## config.mk

```make
export PLATFORM = sky130hd
export DESIGN_NAME = gio_outport
export DESIGN_NICKNAME = d
export VERILOG_FILES = /design/src/rtl/gio_pkg.sv /design/src/rtl/gio_addr_match.sv /design/src/rtl/gio_outport.sv
export SDC_FILE = /design/constraint.sdc
export NUM_CORES = 1
export LEC_CHECK = 0
export BUFFER_PORTS_ARGS = -buffer_cell sky130_fd_sc_hd__buf_2
export CORE_MARGIN = 2
export CORE_UTILIZATION = 25
export CTS_BUF_LIST = sky130_fd_sc_hd__clkbuf_8
export DETAILED_ROUTE_END_ITERATION = 8
export GPL_TIMING_DRIVEN = 0
export PLACE_DENSITY_LB_ADDON = 0.2
export SYNTH_ARGS = -nofsm -noshare
export SYNTH_HDL_FRONTEND = slang
export SYNTH_SLANG_ARGS = --single-unit
export TNS_END_PERCENT = 20
```

## constraint.sdc

```tcl
create_clock -name clk -period 1 [get_ports clk]
set_input_delay 0.15 -clock clk [delete_from_list [all_inputs] [get_ports clk]]
set_output_delay 0.15 -clock clk [all_outputs]
set_load 0.005 [all_outputs]
```

## src/rtl/gio_pkg.sv

```systemverilog
// Shared definitions for the general-purpose I/O bus: widths, types and default port addresses.
package gio_pkg;

    localparam int IO_ADDR_W = 8;
    localparam int IO_DATA_W = 8;

    typedef logic [IO_ADDR_W-1:0] io_addr_t;
    typedef logic [IO_DATA_W-1:0] io_data_t;

    localparam io_addr_t DEFAULT_OUT_ADDR = 8'h01;
    localparam io_addr_t DEFAULT_IN_ADDR  = 8'h00;

endpackage

```

## src/rtl/gio_addr_match.sv

```systemverilog
// Full-width port address comparator, shared by the input and output port blocks.
module gio_addr_match
    import gio_pkg::*;
#(
    parameter io_addr_t ADDR = DEFAULT_OUT_ADDR
) (
    input  io_addr_t address,
    output logic     hit
);

    assign hit = (address == ADDR);

endmodule

```

## src/rtl/gio_outport.sv

```systemverilog
// Addressed output-port register on the GPIO bus; optional readback path under OUTPORT_READBACK_EN.
module gio_outport
    import gio_pkg::*;
#(
    parameter io_addr_t         ADDR    = DEFAULT_OUT_ADDR,
    parameter int               WIDTH   = IO_DATA_W,
    parameter logic [WIDTH-1:0] RST_VAL = {WIDTH{1'b0}}
) (
    input  logic             clk,
    input  logic             rst,
    input  io_addr_t         address,
    input  logic [WIDTH-1:0] value_in,
    input  logic             wen,
`ifdef OUTPORT_READBACK_EN
    input  logic             ren,
    output logic [WIDTH-1:0] read_data,
    output logic             read_valid,
`endif
    output logic [WIDTH-1:0] port_out,
    output logic             port_strobe
);

    logic             w_hit;
    logic             w_write;
    logic [WIDTH-1:0] r_port;
    logic             r_strobe;

    gio_addr_match #(.ADDR(ADDR)) u_match (
        .address (address),
        .hit     (w_hit)
    );

    assign w_write = wen && w_hit;

    always_ff @(posedge clk) begin
        if (!rst) begin
            r_port   <= RST_VAL;
            r_strobe <= 1'b0;
        end else begin
            r_strobe <= w_write;
            if (w_write) begin
                r_port <= value_in;
            end
        end
    end

    assign port_out    = r_port;
    assign port_strobe = r_strobe;

`ifdef OUTPORT_READBACK_EN
    logic [WIDTH-1:0] r_read_data;
    logic             r_read_valid;

    // Non-selected instances drive zero so several ports can be OR-combined onto one read bus.
    always_ff @(posedge clk) begin
        if (!rst) begin
            r_read_data  <= '0;
            r_read_valid <= 1'b0;
        end else if (ren && w_hit) begin
            r_read_data  <= r_port;
            r_read_valid <= 1'b1;
        end else begin
            r_read_data  <= '0;
            r_read_valid <= 1'b0;
        end
    end

    assign read_data  = r_read_data;
    assign read_valid = r_read_valid;
`endif

endmodule

```

==> results of run 1 <==
-- logic make-up after synthesis --
logic type	count (synthesis)	synth area share [%]
AND/OR/NAND/NOR	20	24.3
flip-flops	9	48.6
multiplexers	8	21.6
buffers and inverters	3	5.40
-- layout by cell type, fill, tap and decap left out --
master	netlist	final
clkbuf_8	0	3
dfxtp_1	9	9
clkbuf_1	1	1
nor3_1	1	1
nor4b_2	0	1
nand2_1	16	16
and2_1	1	1
inv_1	0	1
mux2i_1	8	8
buf_4	0	1
buf_6	1	1
buf_2	1	27
and4b_1	1	1
-- repair_timing --
item,4_1_cts,5_1_grt
setup endpoints to repair,0,8
gates resized for setup,0,2
setup buffers,0,0
-- report_power, final --
group          internal, mW  switching (mW)  total, mW
Combinational        0.0326          0.0237     0.0563
Clock                 0.266           0.133      0.399
Sequential            0.360        0.000178      0.361
-- area by class of cell --
| cell class | instances | area [um^2] |
|---|---|---|
| fill | 147 | 772 |
| tap | 15 | 18.8 |
| clock buffer | 3 | 41.3 |
| timing repair buffer | 27 | 138 |
| multi-input combinational | 28 | 176 |
| sequential | 9 | 180 |
| clock inverter | 1 | 3.75 |
| buffer | 3 | 20.0 |
-- critical path: stages --
cell and delay [ns]:
buf_2 0.10, nor4b_2 0.24, and4b_1 0.26, buf_4 0.16
mux2i_1 0.17
-- flip-flops by register name, summed over array words and instances, names as in the netlist --
| signal | flops |
|---|---|
| port_out | 8 |
| port_strobe | 1 |
-- worst paths after layout --
| check | from | endpoint | slack (ns) | cells after the start |
|---|---|---|---|---|
| setup / recovery | address[6] | port_out[4] | 0.07 | 5 |
| hold / removal | value_in[0] | port_out[0] | 0.17 | 3 |
| setup reg to reg | port_out[7] | port_out[7] | 0.43 | 2 |
| hold reg to reg | port_out[2] | port_out[2] | 0.45 | 2 |
-- layer usage --
layer / vias to the layer above / wire length [um] / global-route usage (%)
met3: 0 / 54 / 1.29
met4: 0 / 0 / 7.50
li1: 192 / - / -
met1: 158 / 352 / 10.1
met5: - / 0 / 0
met2: 17 / 387 / 16.0
-- per-stage QoR --
stage | total power, mW | setup slack (ns) | area (um^2) | cells
2_1_floorplan | 0.387 | 0.00798 | 370 | 40
3_3_place_gp | 0.422 | -0.192 | 519 | 81
3_5_place_dp | 0.422 | -0.185 | 519 | 81
4_1_cts | 0.827 | 0.0461 | 564 | 85
5_1_grt | 0.864 | -0.00323 | 578 | 86
6_report | 0.816 | 0.0716 | 578 | 86
==> run summary, run 1 <==
status: completed
PortBufs: 26
DRC viols: 0
wire length per cell: 9.23 um
Row Count: 13
Crit Path Max Fanout: 4
RSZ-0062 raised after global routing: true
maxcap violations: 0
hold_ws: 0.170 ns
largest net degree at the start of global routing: 11
Synth area leaders: dfxtp_1, mux2i_1, nand2_1
Worst Path Required: 1.15 ns
Synth Warn #: 0
post-layout util: 42.8%
Initial Util: 27.4%
antenna cells: 0
syn_nets: 59
initial drt markers: 5
Hold Fails Final Rpt: 0
antenna violations before repair: 0
H-tree depth: 1
cts hold-fix bufs: 0
top_reg_cell synth: dfxtp_1
Worst Hold Class: in2reg
DRT Pass-1 Iters: 3
sequential area share after synthesis: 48.6%
fmax: 1080 MHz
fin. max-slew vios: 0
Critical Path End Type: flip-flop
Worst EP arrival: 1.08 ns
GP Congestion: 0.658
VDD IR max: 0.567 mV
Leak: 0.284 nW
PwrDens: 1410 mW/mm^2
share of layout cells above drive strength 1: 46.5%
Synth top cells by count: nand2_1, dfxtp_1, mux2i_1
Sum Neg Setup Slack: 0 ns
Boundary Pins: 28
WL final: 794 um
clock root buffer: clkbuf_8
largest area contributor in the netlist: dfxtp_1
post-synth cell types: 10
antenna-violating nets left: 0
vias per cell: 4.27
Vias: 367
top-count cell post-synth: nand2_1
CTS tree: yes
Layout Area Growth over Synthesis: 56.1%
startpoint types: input pin
final setup fails: 0
clock sinks: 9
synthesized area per cell: 9.26 um^2
DIE AREA: 0.00181 mm^2
Post-synth EDFFs: 0
first-pass GRT wire length: 1300 um
vias in the first global route: 332
Slew headroom: 74.7%
grt ovf: 0
crit path kind: in2reg
Total GRT Usage: 9.36%
die width: 42.5 um
Final period util: 92.8%
#FFs+latches synth: 9
Worst-Margin Slew: 0.380 ns
top cell type's share of synthesized area: 48.6%
nets@finish: 91
die height: 42.5 um
post-synthesis cell count: 40
Worst Skew: 0 ns
Core ar.: 0.00135 mm^2
cts bufs inserted: 3
Max Buffers Root-to-Sink: 2
ys async rst share: 0%
DP Wirelength: 606 um
worst-skew pair later-pin latency: 0.22 ns
Worst-path clk slew: 0.05 ns
Post-Syn Area: 370 um^2
minimum clock period: 0.928 ns
(Power assumes the default switching activity.)
==> run 2: changes to the inputs <==
- ABC_AREA: not set -> 1
- CORE_ASPECT_RATIO: not set -> 1.25
==> run 2 against run 1 <==
Compared with the run above:
- critical path depth decreased by 4
- non-clock buffer count is 3 lower
- register-to-register slack barely moved
- total power up 4.9%
- clock skew unchanged
- clock-buffer cell count unchanged
- area after synthesis up 23%
- sequential power hardly changed
- worst setup slack improved by 0.10 ns
- sequential cell count is the same
- via count increased by 32%
==> run summary, run 2 <==
fillers: 207 (was 147)
Sum Neg Setup Slack: 0 ns (unchanged)
first-pass GRT wire length: 1490 um (was 1300 um)
antenna violations before repair: 0 (unchanged)
Max Buffers Root-to-Sink: 2 (unchanged)
Row Count: 17 (was 13)
crit path kind: reg2out (was in2reg)
max incr delay on CP: 0.33 ns (was 0.26 ns)
register area: 180 um^2 (unchanged)
hold_sp: value_in[4] (was value_in[0])
fin. max-slew vios: 0 (unchanged)
WL final: 1030 um (was 794 um)
Worst Path Required: 0.85 ns (was 1.15 ns)
largest area contributor in the netlist: dfxtp_1 (unchanged)
Leak: 0.385 nW (was 0.284 nW)
Final period util: 82.7% (was 92.8%)
fmax: 1210 MHz (was 1080 MHz)
DRC viols: 0 (unchanged)
RSZ-0062 raised after global routing: false (was true)
grt ovf: 0 (unchanged)
hold_ws: 0.244 ns (was 0.170 ns)
worst-skew pair later-pin latency: 0.23 ns (was 0.22 ns)
post-layout util: 37.5% (was 42.8%)
Post-Syn Area: 455 um^2 (was 370 um^2)
final setup fails: 0 (unchanged)
number of setup buffers added after CTS: 0 (unchanged)
sequential area share after synthesis: 39.6% (was 48.6%)
Non-Filler Instances: 117 (was 86)
Post-CTS Resized: 0 (unchanged)
Worst R2R Start: port_out[6] (was port_out[7])
clock root buffer: clkbuf_8 (unchanged)
dpl cells: 113 (was 81)
Boundary Pins: 28 (unchanged)
antenna cells: 0 (unchanged)
Total GRT Usage: 9.22% (was 9.36%)
Worst-Margin Slew: 0.515 ns (was 0.380 ns)
PortBufs: 26 (unchanged)
CP delay by family, top: flip-flops (was simple AND/OR/NAND/NOR gates)
synthesized area per cell: 6.70 um^2 (was 9.26 um^2)
Worst Skew: 0 ns (unchanged)
worst path bufs/invs: 1 (was 2)
top cell type's share of synthesized area: 39.6% (was 48.6%)
Synth Warn #: 0 (unchanged)
die height: 51.7 um (was 42.5 um)
Worst-path clk slew: 0.05 ns (about the same)
ys async rst share: 0% (unchanged)
vias in the first global route: 367 (was 332)
Worst Hold Class: in2reg (unchanged)
DIE AREA: 0.00218 mm^2 (was 0.00181 mm^2)
clock sinks: 9 (unchanged)
Slew headroom: 65.5% (was 74.7%)
Core ar.: 0.00174 mm^2 (was 0.00135 mm^2)
Vias: 483 (was 367)
top_reg_cell synth: dfxtp_1 (unchanged)
VDD IR max: 0.426 mV (was 0.567 mV)
Critical Path End Type: output pin (was flip-flop)
GP Congestion: 0.631 (was 0.658)
Crit Path Max Fanout: 2 (was 4)
max reg flops: 8 (unchanged)
Synth area leaders: dfxtp_1, nor2_1, nand4_1 (was dfxtp_1, mux2i_1, nand2_1)
CTS tree: yes (unchanged)
post-synthesis cell count: 68 (was 40)
minimum clock period: 0.827 ns (was 0.928 ns)
Worst EP arrival: 0.68 ns (was 1.08 ns)
syn_nets: 87 (was 59)
vias per cell: 4.13 (was 4.27)
H-tree depth: 1 (unchanged)
cts hold-fix bufs: 0 (unchanged)
#FFs+latches synth: 9 (unchanged)
initial drt markers: 5 (unchanged)
Placement Cell Area: 609 um^2 (was 519 um^2)
cts bufs inserted: 3 (unchanged)
Post-synth EDFFs: 0 (unchanged)
share of layout cells above drive strength 1: 34.7% (was 46.5%)
wire length per cell: 8.76 um (was 9.23 um)
Design Area, Final: 654 um^2 (was 578 um^2)
slowest stage cell, crit path: dfxtp_1 (was and4b_1)
PwrDens: 1310 mW/mm^2 (was 1410 mW/mm^2)
top-count cell post-synth: nor2_1 (was nand2_1)
critical-path cell list: buf_2 (was buf_2, nor4b_2, and4b_1, buf_4, mux2i_1)
Multi-input gate area: 219 um^2 (was 176 um^2)
nets@finish: 118 (was 91)
Layout Area Growth over Synthesis: 43.7% (was 56.1%)
maxcap violations: 0 (unchanged)
DRT Pass-1 Iters: 4 (was 3)
startpoint types: flip-flop (was input pin)
post-synth cell types: 13 (was 10)
most common cell after layout, fill and taps aside: buf_2 (unchanged)
Critical Path Source: port_out[0] (was address[6])
largest net degree at the start of global routing: 10 (was 11)
most frequent cells in the layout: buf_2, nor2_1, inv_1 (was buf_2, nand2_1, dfxtp_1)
antenna-violating nets left: 0 (unchanged)
Synth top cells by count: nor2_1, inv_1, nand2_1 (was nand2_1, dfxtp_1, mux2i_1)
Initial Util: 26.1% (was 27.4%)
die width: 42.2 um (was 42.5 um)
status: completed (unchanged)
Hold Fails Final Rpt: 0 (unchanged)
DP Wirelength: 779 um (was 606 um)
[run 2: layout make-up]
| class | count | share of cell area (%) |
|---|---|---|
| inverter | 14 | 8.03 |
| clock inverter | 1 | 0.574 |
| sequential | 9 | 27.5 |
| buffer | 1 | 0.574 |
| tap | 19 | 3.63 |
| multi-input combinational | 44 | 33.5 |
| clock buffer | 3 | 6.31 |
| timing repair buffer | 26 | 19.9 |
[run 2: per-stage QoR]
stage / worst slack [ns] / power (mW)
floorplan: 0.176 / 0.412
global placement: -0.0547 / 0.456
detailed placement: -0.0710 / 0.457
CTS: 0.165 / 0.873
global route: 0.0696 / 0.900
finish: 0.173 / 0.856
[run 2: final timing paths]
path | endpoint | slack [ns] | cells past startpoint
worst max-delay path | port_out[0] | 0.17 | 1
worst min-delay path | port_out[4] | 0.24 | 5
worst max register to register | port_out[6] | 0.43 | 2
worst min register to register | port_out[3] | 0.47 | 2
[run 2: power breakdown]
part           total, mW  leakage, nW  internal [mW]  switching (mW)
clock network      0.406       0.0269          0.267           0.139
registers          0.361       0.0725          0.361        0.000324
logic             0.0883        0.285         0.0394          0.0489
total              0.856        0.385          0.667           0.188
[run 2: logic make-up (layout without fill, tap and decap cells)]
group | Yosys count | in the layout | share of synthesized area, %
buffers and inverters | 15 | 45 | 12.4
AND/OR/NAND/NOR | 44 | 44 | 48.1
flip-flops | 9 | 9 | 39.6
[run 2: routing by layer]
layer | GRT usage, % | vias up | routed length [um]
li1 | - | 266 | -
met2 | 12.6 | 27 | 444
met5 | 0 | - | 0
met4 | 9.38 | 0 | 16
met3 | 1.04 | 2 | 83
met1 | 12.1 | 188 | 480
==> run 3: changes to the inputs <==
- clock period: 1 -> 0.8 ns (I/O delays scaled with it)
==> run 3 against run 2 <==
Compared with the run above:
- clock power increased by 26%
- first-iteration DRC count decreased by 40%
- largest power group unchanged
- combinational power increased by 40%
- clock skew unchanged
- global-route usage unchanged
- design area increased by 6.3%
==> run summary, run 3 (synthesis gave the netlist of run 2 again) <==
vias in the first global route: 367 (unchanged)
startpoint types: flip-flop (unchanged)
antenna violations before repair: 0 (unchanged)
Final period util: 97.7%
antenna cells: 0 (unchanged)
Worst Hold Class: in2reg (unchanged)
Clock power frac: 47.1% (was 47.5%)
worst path bufs/invs: 1 (unchanged)
die height: 51.7 um (unchanged)
share of layout cells above drive strength 1: 43.6% (was 34.7%)
Critical Path End Type: output pin (unchanged)
Initial Util: 26.1% (unchanged)
maxcap violations: 0 (unchanged)
Core ar.: 0.00174 mm^2 (unchanged)
CTS tree: yes (unchanged)
vias per cell: 4.09 (was 4.13)
Net Sw Frac: 22.5% (was 22.0%)
DP Wirelength: 779 um (unchanged)
minimum clock period: 0.782 ns
combinational power share: 11.4% (was 10.3%)
Boundary Pins: 28 (unchanged)
Power, Total: 1.09 mW (was 0.856 mW)
initial drt markers: 3 (was 5)
Internal: 0.842 mW (was 0.667 mW)
first-pass GRT wire length: 1490 um (unchanged)
nets@finish: 121 (was 118)
dpl cells: 113 (unchanged)
Crit Path Max Fanout: 2 (unchanged)
slowest stage cell, crit path: dfxtp_2 (was dfxtp_1)
H-tree depth: 1 (unchanged)
Hold Fails Final Rpt: 0 (unchanged)
worst-skew pair later-pin latency: 0.23 ns (about the same)
worst slack at placement: -0.241 ns (was -0.0710 ns)
clock root buffer: clkbuf_8 (unchanged)
Layout Area Growth over Synthesis: 52.7% (was 43.7%)
most common cell after layout, fill and taps aside: buf_2 (unchanged)
final worst-path setup slack: 0.0184 ns (was 0.173 ns)
Vias: 491 (was 483)
cts bufs inserted: 3 (unchanged)
Worst Skew: 0 ns (unchanged)
Non-Filler Instances: 120 (was 117)
Leak: 0.403 nW (was 0.385 nW)
Total GRT Usage: 9.22% (unchanged)
PortBufs: 26 (unchanged)
fmax: 1280 MHz
clock sinks: 9 (unchanged)
GP Congestion: 0.631 (unchanged)
Worst Path Required: 0.68 ns (was 0.85 ns)
Sum Neg Setup Slack: 0 ns (unchanged)
max incr delay on CP: 0.31 ns (was 0.33 ns)
Worst-path clk slew: 0.05 ns (about the same)
most frequent cells in the layout: buf_2, nor2_1, inv_1 (unchanged)
max reg flops: 8 (unchanged)
Worst-Margin Slew: 0.363 ns (was 0.515 ns)
critical-path cell list: buf_2 (unchanged)
wire length per cell: 8.73 um (was 8.76 um)
crit path kind: reg2out (unchanged)
largest net degree at the start of global routing: 10 (unchanged)
Max Buffers Root-to-Sink: 2 (unchanged)
PwrDens: 1560 mW/mm^2 (was 1310 mW/mm^2)
antenna-violating nets left: 0 (unchanged)
final setup fails: 0 (unchanged)
VDD IR max: 0.539 mV (was 0.426 mV)
cts hold-fix bufs: 0 (unchanged)
Row Count: 17 (unchanged)
status: completed (unchanged)
Design Area, Final: 696 um^2 (was 654 um^2)
grt ovf: 0 (unchanged)
RSZ-0062 raised after global routing: true (was false)
DIE AREA: 0.00218 mm^2 (unchanged)
Worst EP arrival: 0.66 ns (was 0.68 ns)
Psw: 0.245 mW (was 0.188 mW)
DRT Pass-1 Iters: 4 (unchanged)
Seq pwr share: 41.5% (was 42.2%)
Slew headroom: 75.8% (was 65.5%)
CP delay by family, top: flip-flops (unchanged)
fin. max-slew vios: 0 (unchanged)
die width: 42.2 um (unchanged)
DRC viols: 0 (unchanged)
Placement Cell Area: 609 um^2 (unchanged)
WL final: 1050 um (was 1030 um)
==> run 3: repair_timing <==
action,in CTS,in global routing
setup buffers,0,3
endpoints found under the setup margin,2,13
pin swaps,0,1
gates cloned,0,0
resized for setup,1,7
==> run 3: path summary, 6_finish.rpt <==
check,end,from,cells past startpoint,slack (ns)
setup reg to reg,port_out[0],port_out[0],2,0.24
setup / recovery,port_out[0],port_out[0],1,0.02
hold reg to reg,port_out[4],port_out[4],2,0.46
hold / removal,port_out[4],value_in[4],5,0.21
==> run 3: power groups by stage <==
stage / registers [mW] / logic, mW / clock network [mW]
2_1_floorplan: 0.460 / 0.0552 / 0
5_1_grt: 0.450 / 0.140 / 0.549
3_3_place_gp: 0.459 / 0.110 / 0
3_5_place_dp: 0.459 / 0.112 / 0
4_1_cts: 0.451 / 0.112 / 0.528
6_report: 0.451 / 0.124 / 0.512
==> run 3: stage by stage <==
| stage | util [%] | hold WS (ns) |
|---|---|---|
| floorplan | - | 0.349 |
| global placement | 34.9 | 0.446 |
| detailed placement | 34.9 | 0.453 |
| CTS | 37.6 | 0.215 |
| global route | 39.9 | 0.227 |
| finish | 39.9 | 0.209 |
==> run 3: layer usage <==
metal  global-route usage, %  vias to the layer above  routed length (um)
met4                    9.38                        0                  18
met2                    12.6                       19                 473
met3                    1.04                        2                  67
met5                       0                        -                   0
met1                    12.1                      195                 488
li1                        -                      275                   -
==> run 3: cell type report <==
| class | instances | area [um^2] |
|---|---|---|
| clock buffer | 3 | 41.3 |
| sequential | 9 | 186 |
| timing repair buffer | 29 | 153 |
| tap | 19 | 23.8 |
| fill | 207 | 1050 |
| buffer | 1 | 3.75 |
| inverter | 14 | 52.6 |
| multi-input combinational | 44 | 231 |
| clock inverter | 1 | 3.75 |
